`config.mk`:
```
export PLATFORM = sky130hd
export DESIGN_NAME = magnetron_ctrl_flat
export DESIGN_NICKNAME = d
export VERILOG_FILES = /design/src/rtl/magnetron_pkg.sv /design/src/rtl/magnetron_if.sv /design/src/rtl/magnetron_duty_window.sv /design/src/rtl/magnetron_ctrl.sv /design/src/flat_wrapper.sv
export SDC_FILE = /design/constraint.sdc
export NUM_CORES = 1
export LEC_CHECK = 0
export ABC_AREA = 1
export ABC_CLOCK_PERIOD_IN_PS = 4110
export CAP_MARGIN = 15
export CORE_ASPECT_RATIO = 1.5
export CORE_MARGIN = 3
export CORE_UTILIZATION = 31
export CTS_CLUSTER_DIAMETER = 80
export CTS_CLUSTER_SIZE = 12
export DETAILED_ROUTE_END_ITERATION = 10
export PLACE_DENSITY = 0.49
export SLEW_MARGIN = 40
export SYNTH_ARGS = -nofsm -noshare
export SYNTH_HDL_FRONTEND = slang
export SYNTH_SLANG_ARGS = --single-unit
```
`constraint.sdc`:
```
create_clock -name clk -period 4.11 [get_ports clk]
set_input_delay 0.411 -clock clk [delete_from_list [all_inputs] [get_ports clk]]
set_output_delay 0.411 -clock clk [all_outputs]
set_load 0.03 [all_outputs]
```
`src/rtl/magnetron_pkg.sv`:
```
// magnetron_pkg: shared state encoding, default sizing and power-level clamp for magnetron_ctrl.
package magnetron_pkg;
    typedef enum logic [1:0] {IDLE, COOK, PAUSE} state_t;
    localparam int DEF_LEVELS = 10;
    localparam int DEF_SLOT_CYCLES = 100;
    function automatic int unsigned clamp_level(int unsigned lvl, int unsigned levels);
        return lvl > levels ? levels : lvl;
    endfunction
endpackage

```
`src/rtl/magnetron_if.sv`:
```
// magnetron_if: front-panel/door/timer controls into magnetron_ctrl and magnetron status out of it.
interface magnetron_if
    import magnetron_pkg::*;
#(
    parameter int LW = $clog2(DEF_LEVELS + 1)
);
    logic startn, stopn, clearn, door_closed, timer_done;
    logic [LW-1:0] power_level;
    logic mag_on, cooking, paused, done;
    modport master (
        output startn, stopn, clearn, door_closed, timer_done, power_level,
        input  mag_on, cooking, paused, done
    );
    modport slave (
        input  startn, stopn, clearn, door_closed, timer_done, power_level,
        output mag_on, cooking, paused, done
    );
endinterface

```
`src/rtl/magnetron_duty_window.sv`:
```
// duty_window: window counter, per-window power level reload and registered on-time compare.
// MAGNETRON_SOFTSTART_EN: first window after each COOK entry runs at half the latched level.
module duty_window
    import magnetron_pkg::*;
#(
    parameter int LEVELS = DEF_LEVELS,
    parameter int SLOT_CYCLES = DEF_SLOT_CYCLES,
    localparam int LW = $clog2(LEVELS + 1)
) (
    input  logic          clk,
    input  logic          resetn,
    input  logic          run,
    input  logic          enter,
    input  logic [LW-1:0] power_level,
    output logic          mag_q
);
    localparam int WIN = LEVELS * SLOT_CYCLES;
    localparam int CW = $clog2(WIN);
    logic [CW-1:0] cnt_q, cnt_d;
    logic [LW-1:0] lvl_q, lvl_d, lvl_in, lvl_eff;
    logic [CW:0] on_time;
    logic wrap, mag_d;
    assign lvl_in = LW'(clamp_level(32'(power_level), LEVELS));
    assign wrap = cnt_q == CW'(WIN - 1);
    assign cnt_d = enter ? '0 : run ? (wrap ? '0 : cnt_q + 1'b1) : cnt_q;
    assign lvl_d = (enter || (run && wrap)) ? lvl_in : lvl_q;
`ifdef MAGNETRON_SOFTSTART_EN
    logic first_q, first_d;
    assign first_d = enter ? 1'b1 : (run && wrap) ? 1'b0 : first_q;
    assign lvl_eff = first_d ? lvl_d >> 1 : lvl_d;
    always_ff @(posedge clk) begin
        if (!resetn) first_q <= 1'b0;
        else first_q <= first_d;
    end
`else
    assign lvl_eff = lvl_d;
`endif
    // One extra bit so full power (on_time == WIN) never wraps.
    assign on_time = (CW + 1)'(lvl_eff) * (CW + 1)'(SLOT_CYCLES);
    assign mag_d = run && ({1'b0, cnt_d} < on_time);
    always_ff @(posedge clk) begin
        if (!resetn) begin
            cnt_q <= '0;
            lvl_q <= '0;
            mag_q <= 1'b0;
        end else begin
            cnt_q <= cnt_d;
            lvl_q <= lvl_d;
            mag_q <= mag_d;
        end
    end
endmodule

```
`src/rtl/magnetron_ctrl.sv`:
```
// magnetron_ctrl: cook/pause/idle FSM with absolute door interlock over a duty-cycled power window.
// Build option MAGNETRON_SOFTSTART_EN enables half-level first window (see duty_window).
module magnetron_ctrl
    import magnetron_pkg::*;
#(
    parameter int LEVELS = DEF_LEVELS,
    parameter int SLOT_CYCLES = DEF_SLOT_CYCLES
) (
    input logic clk,
    input logic resetn,
    magnetron_if.slave bus
);
    state_t state_q, state_d;
    logic start_ok, done_d, done_q, mag_q;
    // Start loses to every higher-priority event in the same cycle.
    assign start_ok = bus.clearn && bus.door_closed && bus.stopn && !bus.timer_done && !bus.startn;
    assign done_d = state_q == COOK && bus.clearn && bus.door_closed && bus.stopn && bus.timer_done;
    always_comb begin
        state_d = state_q;
        if (!bus.clearn) state_d = IDLE;
        else if (state_q == COOK) state_d = (!bus.door_closed || !bus.stopn) ? PAUSE : bus.timer_done ? IDLE : COOK;
        else if (state_q == PAUSE) state_d = !bus.stopn ? IDLE : start_ok ? COOK : PAUSE;
        else state_d = start_ok ? COOK : IDLE;
    end
    always_ff @(posedge clk) begin
        if (!resetn) begin
            state_q <= IDLE;
            done_q <= 1'b0;
        end else begin
            state_q <= state_d;
            done_q <= done_d;
        end
    end
    duty_window #(.LEVELS(LEVELS), .SLOT_CYCLES(SLOT_CYCLES)) u_duty (
        .clk(clk),
        .resetn(resetn),
        .run(state_d == COOK),
        .enter(state_d == COOK && state_q != COOK),
        .power_level(bus.power_level),
        .mag_q(mag_q)
    );
    assign bus.mag_on = mag_q && bus.door_closed;
    assign bus.cooking = state_q == COOK;
    assign bus.paused = state_q == PAUSE;
    assign bus.done = done_q;
endmodule

```
`src/flat_wrapper.sv`:
```
// flat-port wrapper written by rule: the top's interface ports become plain ports
module magnetron_ctrl_flat import magnetron_pkg::*;
#(
    parameter int LEVELS = DEF_LEVELS,
    parameter int SLOT_CYCLES = DEF_SLOT_CYCLES
)
  (clk, resetn, bus_startn, bus_stopn, bus_clearn, bus_door_closed, bus_timer_done, bus_power_level, bus_mag_on, bus_cooking, bus_paused, bus_done);
  magnetron_if #(.LW(4)) bus_i ();
  input logic clk;
  input logic resetn;
  input wire logic [$bits(bus_i.startn)-1:0] bus_startn;
  input wire logic [$bits(bus_i.stopn)-1:0] bus_stopn;
  input wire logic [$bits(bus_i.clearn)-1:0] bus_clearn;
  input wire logic [$bits(bus_i.door_closed)-1:0] bus_door_closed;
  input wire logic [$bits(bus_i.timer_done)-1:0] bus_timer_done;
  input wire logic [$bits(bus_i.power_level)-1:0] bus_power_level;
  output wire logic [$bits(bus_i.mag_on)-1:0] bus_mag_on;
  output wire logic [$bits(bus_i.cooking)-1:0] bus_cooking;
  output wire logic [$bits(bus_i.paused)-1:0] bus_paused;
  output wire logic [$bits(bus_i.done)-1:0] bus_done;
  assign bus_i.startn = bus_startn;
  assign bus_i.stopn = bus_stopn;
  assign bus_i.clearn = bus_clearn;
  assign bus_i.door_closed = bus_door_closed;
  assign bus_i.timer_done = bus_timer_done;
  assign bus_i.power_level = bus_power_level;
  assign bus_mag_on = bus_i.mag_on;
  assign bus_cooking = bus_i.cooking;
  assign bus_paused = bus_i.paused;
  assign bus_done = bus_i.done;
  magnetron_ctrl #(.LEVELS(LEVELS), .SLOT_CYCLES(SLOT_CYCLES)) u_core (.clk(clk), .resetn(resetn), .bus(bus_i));
endmodule
```
==> results.rst, run 1 <==
.. list-table::
   :header-rows: 1

   * - Metric
     - Value
   * - Outcome
     - finished, final reports clean
   * - Final Worst Setup Slack
     - 0.545 ns
   * - Largest vdd supply drop
     - 67.0 µV
   * - Post-CTS repair timing setup buffer count
     - 0
   * - Count of buffers inserted at the top-level ports
     - 14
   * - Maximum operating frequency
     - 281 MHz
   * - # IOs
     - 15
   * - CTS-repair resized insts
     - 0
   * - Relative area change from synthesis to final layout
     - 18.2%
   * - Clock transition at the registers of the reported paths
     - 0.07 ns
   * - Number of sinks handled by clock tree synthesis
     - 18
   * - Post-synthesis register bit count
     - 18
   * - Synthesized area per cell
     - 7.32 µm²
   * - Final worst hold slack
     - 0.524 ns
   * - Kind of start point of the critical path
     - input pin
   * - Die outline height
     - 88.0 µm
   * - Clock tree skew after final layout
     - 0.00153 ns
   * - Total power of the final layout
     - 0.364 mW
   * - Category of the most critical setup path
     - in -> reg
   * - Width of the chip
     - 60.7 µm
   * - Multiplexer fraction of the synthesized cell area
     - 0%
   * - Cells after Synth
     - 190
   * - Number of distinct library cells after synthesis
     - 32
   * - Sum Neg Setup Slack
     - 0 ns
   * - Site Rows
     - 29
   * - Full die area
     - 5340 µm²
   * - Arrival time of the worst setup path
     - 3.76 ns
   * - Global route overflow
     - 0
   * - Clock network latency to the later pin of the worst-skew pair
     - between 0.2 and 0.3 ns
   * - Vias
     - roughly 1200
   * - Worst flop-to-flop path startpoint
     - u_core.u_duty.cnt_q[0]$_SDFFE_PP0N_
   * - Final estimated routing congestion in global placement
     - 0.762
   * - Crit end category
     - flip-flop
   * - Slew at the pin closest to its max-slew limit
     - 0.500 ns
   * - Nets@finish
     - 235
   * - Antenna cells
     - 0
   * - Placeable core area
     - 4280 µm²
   * - Post-detailed-routing wire length
     - just over 3000 µm
   * - Parity-gate share of the synthesized area counting xor and xnor cells
     - 2.52%
   * - Number of setup violations in the final report
     - 0
   * - Via density per instance
     - 4.79
   * - Drt wl/cell
     - 12.0 µm
   * - Vias in the first global route
     - 1179
   * - Final worst path period share
     - 86.7%
   * - Aggregate global-route resource usage
     - 13.3%
   * - FF-to-FF setup slack
     - 0.63 ns
   * - Final hold viol count
     - 0
   * - Simple-gate share of the synthesized area
     - approximately 36%
   * - Antenna Violating Nets Remaining
     - 0
   * - Worst slew slack as a fraction of its limit
     - 66.6%
   * - Root Buffer Master
     - clkbuf_8
   * - Summed instance area of the synthesized netlist
     - approximately 1400 µm²
   * - Post-cts hold buffer count
     - 0
   * - H-tree depth
     - 1
   * - Sequential fraction of the synthesis area
     - 25.9%
   * - Antenna violations before repair
     - 0
   * - Worst slack at placement
     - 0.248 ns
   * - Max FO, Critical Path
     - 15
   * - Largest family of logic cells by synthesized area
     - simple AND/OR/NAND/NOR gates
   * - Pin count of the biggest net entering global routing
     - 16
   * - Ratio of total power to cell area
     - 222 nW/µm²
   * - Launching element of the worst setup path
     - bus_clearn
   * - Detailed Place HPWL
     - 2570 µm
   * - Dominant cells by area after synthesis
     - dfxtp_1, ha_1, nand2_1, inv_1, nor2_1
   * - Maximum root-to-sink buffer count
     - 2
   * - Standard cell with the maximum stage delay on the critical path
     - clkdlybuf4s50_1
   * - Post-layout minimum cycle time
     - 3.56 ns
   * - Type of the most critical hold path
     - reg -> reg
   * - First-pass detailed-route iteration total
     - 6
   * - Min-Delay Endpoint
     - u_core.u_duty.cnt_q[0]$_SDFFE_PP0N_
   * - CTS tree
     - done
   * - Number of fill cells
     - ~480
   * - Adder-cell share of the synthesized area
     - between 10% and 20%
   * - Net count after synthesis
     - 217
   * - Fraction of layout instances using a drive strength above 1
     - approximately an eighth
   * - 1st-iter DRT viols
     - 43
   * - Max incr delay on CP
     - 0.50 ns
   * - First-pass GRT wire length
     - 5320 µm
   * - Number of max-slew violations in the final report
     - 0
   * - Start point of the worst min-delay path
     - u_core.u_duty.cnt_q[0]$_SDFFE_PP0N_
   * - Leakage power total
     - 0.809 nW
   * - Yosys top cell by area
     - dfxtp_1
   * - Synthesis Warnings
     - 0
   * - Maximum capacitance violations
     - 0
   * - Worst R2R End
     - u_core.u_duty.mag_q$_SDFF_PN0_
   * - Required time at the endpoint of the critical path
     - between 4 and 5 ns
   * - Number of clock buffers inserted by TritonCTS
     - 3
   * - Post-Route Utilization
     - 38.4%
   * - Post-synth top area share
     - 25.9%
   * - Effective utilization at floorplan
     - 32.5%
   * - Multi-input gate area
     - 886 µm²
   * - RSZ-0062 raised after global routing
     - no
   * - Drt drc
     - 0
   * - Count of cells along the worst register-to-register path
     - 21
   * - Most prevalent standard cell on the critical path
     - nand2_1
   * - Complex-gate fraction of the synthesized area
     - about a tenth
   * - Worst-path cell chain
     - clkdlybuf4s50_1, inv_2, nor2_4, o21ai_2, nor2_4, nand2_4, clkinv_4, o21ai_0, inv_1, ha_1, ha_1, fa_1, xnor2_1, ha_1, nand2_1, inv_1, nand2_1, nand2_1, nand2_1, nand2_1, a21oi_2
   * - Sequential Area
     - 360 µm²
   * - Instance count along the most critical hold path
     - 2
-- layout make-up --
cell class	count	area share, %
inverter	35	8.30
timing repair buffer	15	8.99
multi-input combinational	135	53.9
tap	46	3.50
clock buffer	4	3.35
sequential	18	21.9
-- critical path, delay by kind of cell --
family,cells,cell delay [ns]
xor+xnor,1,0.15
compound gates,3,0.57
buf+inv,5,0.91
fa+ha+maj,4,1.22
simple gates,8,0.48
-- through the flow --
step,cells,cell area (µm²)
after floorplan,190,1390
after global placement,249,1590
after detailed placement,249,1590
after CTS,253,1640
after global routing,253,1640
final,253,1640
-- sequential cells by signal, summed over array words and instances, names as in the netlist --
signal,cells
u_core.state_q,2
u_core.bus.done,1
u_core.u_duty.mag_q,1
u_core.u_duty.lvl_q,4
u_core.u_duty.cnt_q,10
-- metal layers --
layer	share of wire (%)	global-route usage [%]	wire (µm)
met5	0	0	0
met4	2.2	5.92	68
met3	2.6	1.33	80
met2	55	24.1	1660
met1	40	15.0	1230
-- Yosys cell counts --
library cell,instances
nand2_1,34
inv_1,32
nor2_1,21
dfxtp_1,18
ha_1,15
nand3_1,11
nor3_1,9
nor4_1,7
a21oi_1,6
nor2_4,6
o21ai_0,3
a21oi_2,2
clkbuf_1,2
inv_2,2
nand2_4,2
nand4_1,2
xnor2_1,2
xor2_1,2
a2111oi_0,1
a211oi_1,1
a22oi_4,1
a31o_2,1
a32oi_1,1
clkinv_4,1
fa_1,1
nand3_2,1
nand3b_1,1
nor2_2,1
nor3_2,1
nor3b_4,1
o21ai_2,1
o21bai_2,1
-- where the power goes --
group | internal (mW) | leakage, nW | switching, mW
Sequential | 0.175 | 0.145 | 0.000588
Combinational | 0.0170 | 0.636 | 0.0215
Clock | 0.0853 | 0.0288 | 0.0644
-- cells by family (layout without fill, tap and decap cells) --
logic type	count (synthesis)	count (layout)
simple gates	97	97
buf+inv	37	54
compound gates	18	18
flops	18	18
fa+ha+maj	16	16
xor+xnor	4	4
-- how the worst max path moves through the flow --
| stage | slack [ns] | endpoint |
|---|---|---|
| 2_1_floorplan | 1.00 | u_core.u_duty.mag_q$_SDFF_PN0_ |
| 6_report | 0.55 | u_core.u_duty.mag_q$_SDFF_PN0_ |
| 4_1_cts | 0.51 | u_core.u_duty.mag_q$_SDFF_PN0_ |
| 3_3_place_gp | 0.36 | u_core.u_duty.mag_q$_SDFF_PN0_ |
| 3_5_place_dp | 0.25 | u_core.u_duty.mag_q$_SDFF_PN0_ |
| 5_1_grt | 0.23 | u_core.u_duty.mag_q$_SDFF_PN0_ |
-- placed cells by master, fill, tap and decap left out --
| cell | n |
|---|---|
| a2111oi_0 | 1 |
| a211oi_1 | 1 |
| a21oi_1 | 6 |
| a21oi_2 | 2 |
| a22oi_4 | 1 |
| a31o_2 | 1 |
| a32oi_1 | 1 |
| buf_4 | 1 |
| clkbuf_8 | 4 |
| clkdlybuf4s50_1 | 14 |
| clkinv_4 | 1 |
| dfxtp_1 | 18 |
| fa_1 | 1 |
| ha_1 | 15 |
| inv_1 | 32 |
| inv_2 | 2 |
| nand2_1 | 34 |
| nand2_4 | 2 |
| nand3_1 | 11 |
| nand3_2 | 1 |
| nand3b_1 | 1 |
| nand4_1 | 2 |
| nor2_1 | 21 |
| nor2_2 | 1 |
| nor2_4 | 6 |
| nor3_1 | 9 |
| nor3_2 | 1 |
| nor3b_4 | 1 |
| nor4_1 | 7 |
| o21ai_0 | 3 |
| o21ai_2 | 1 |
| o21bai_2 | 1 |
| xnor2_1 | 2 |
| xor2_1 | 2 |
No activity file was read; power rests on OpenSTA's default activity.
==> run 2, diff against run 1 <==
Settings changed: CTS_CLUSTER_DIAMETER 80 to not set.
==> results of run 2 <==
No change in the layout: final DEF, timing and power equal those of run 1.
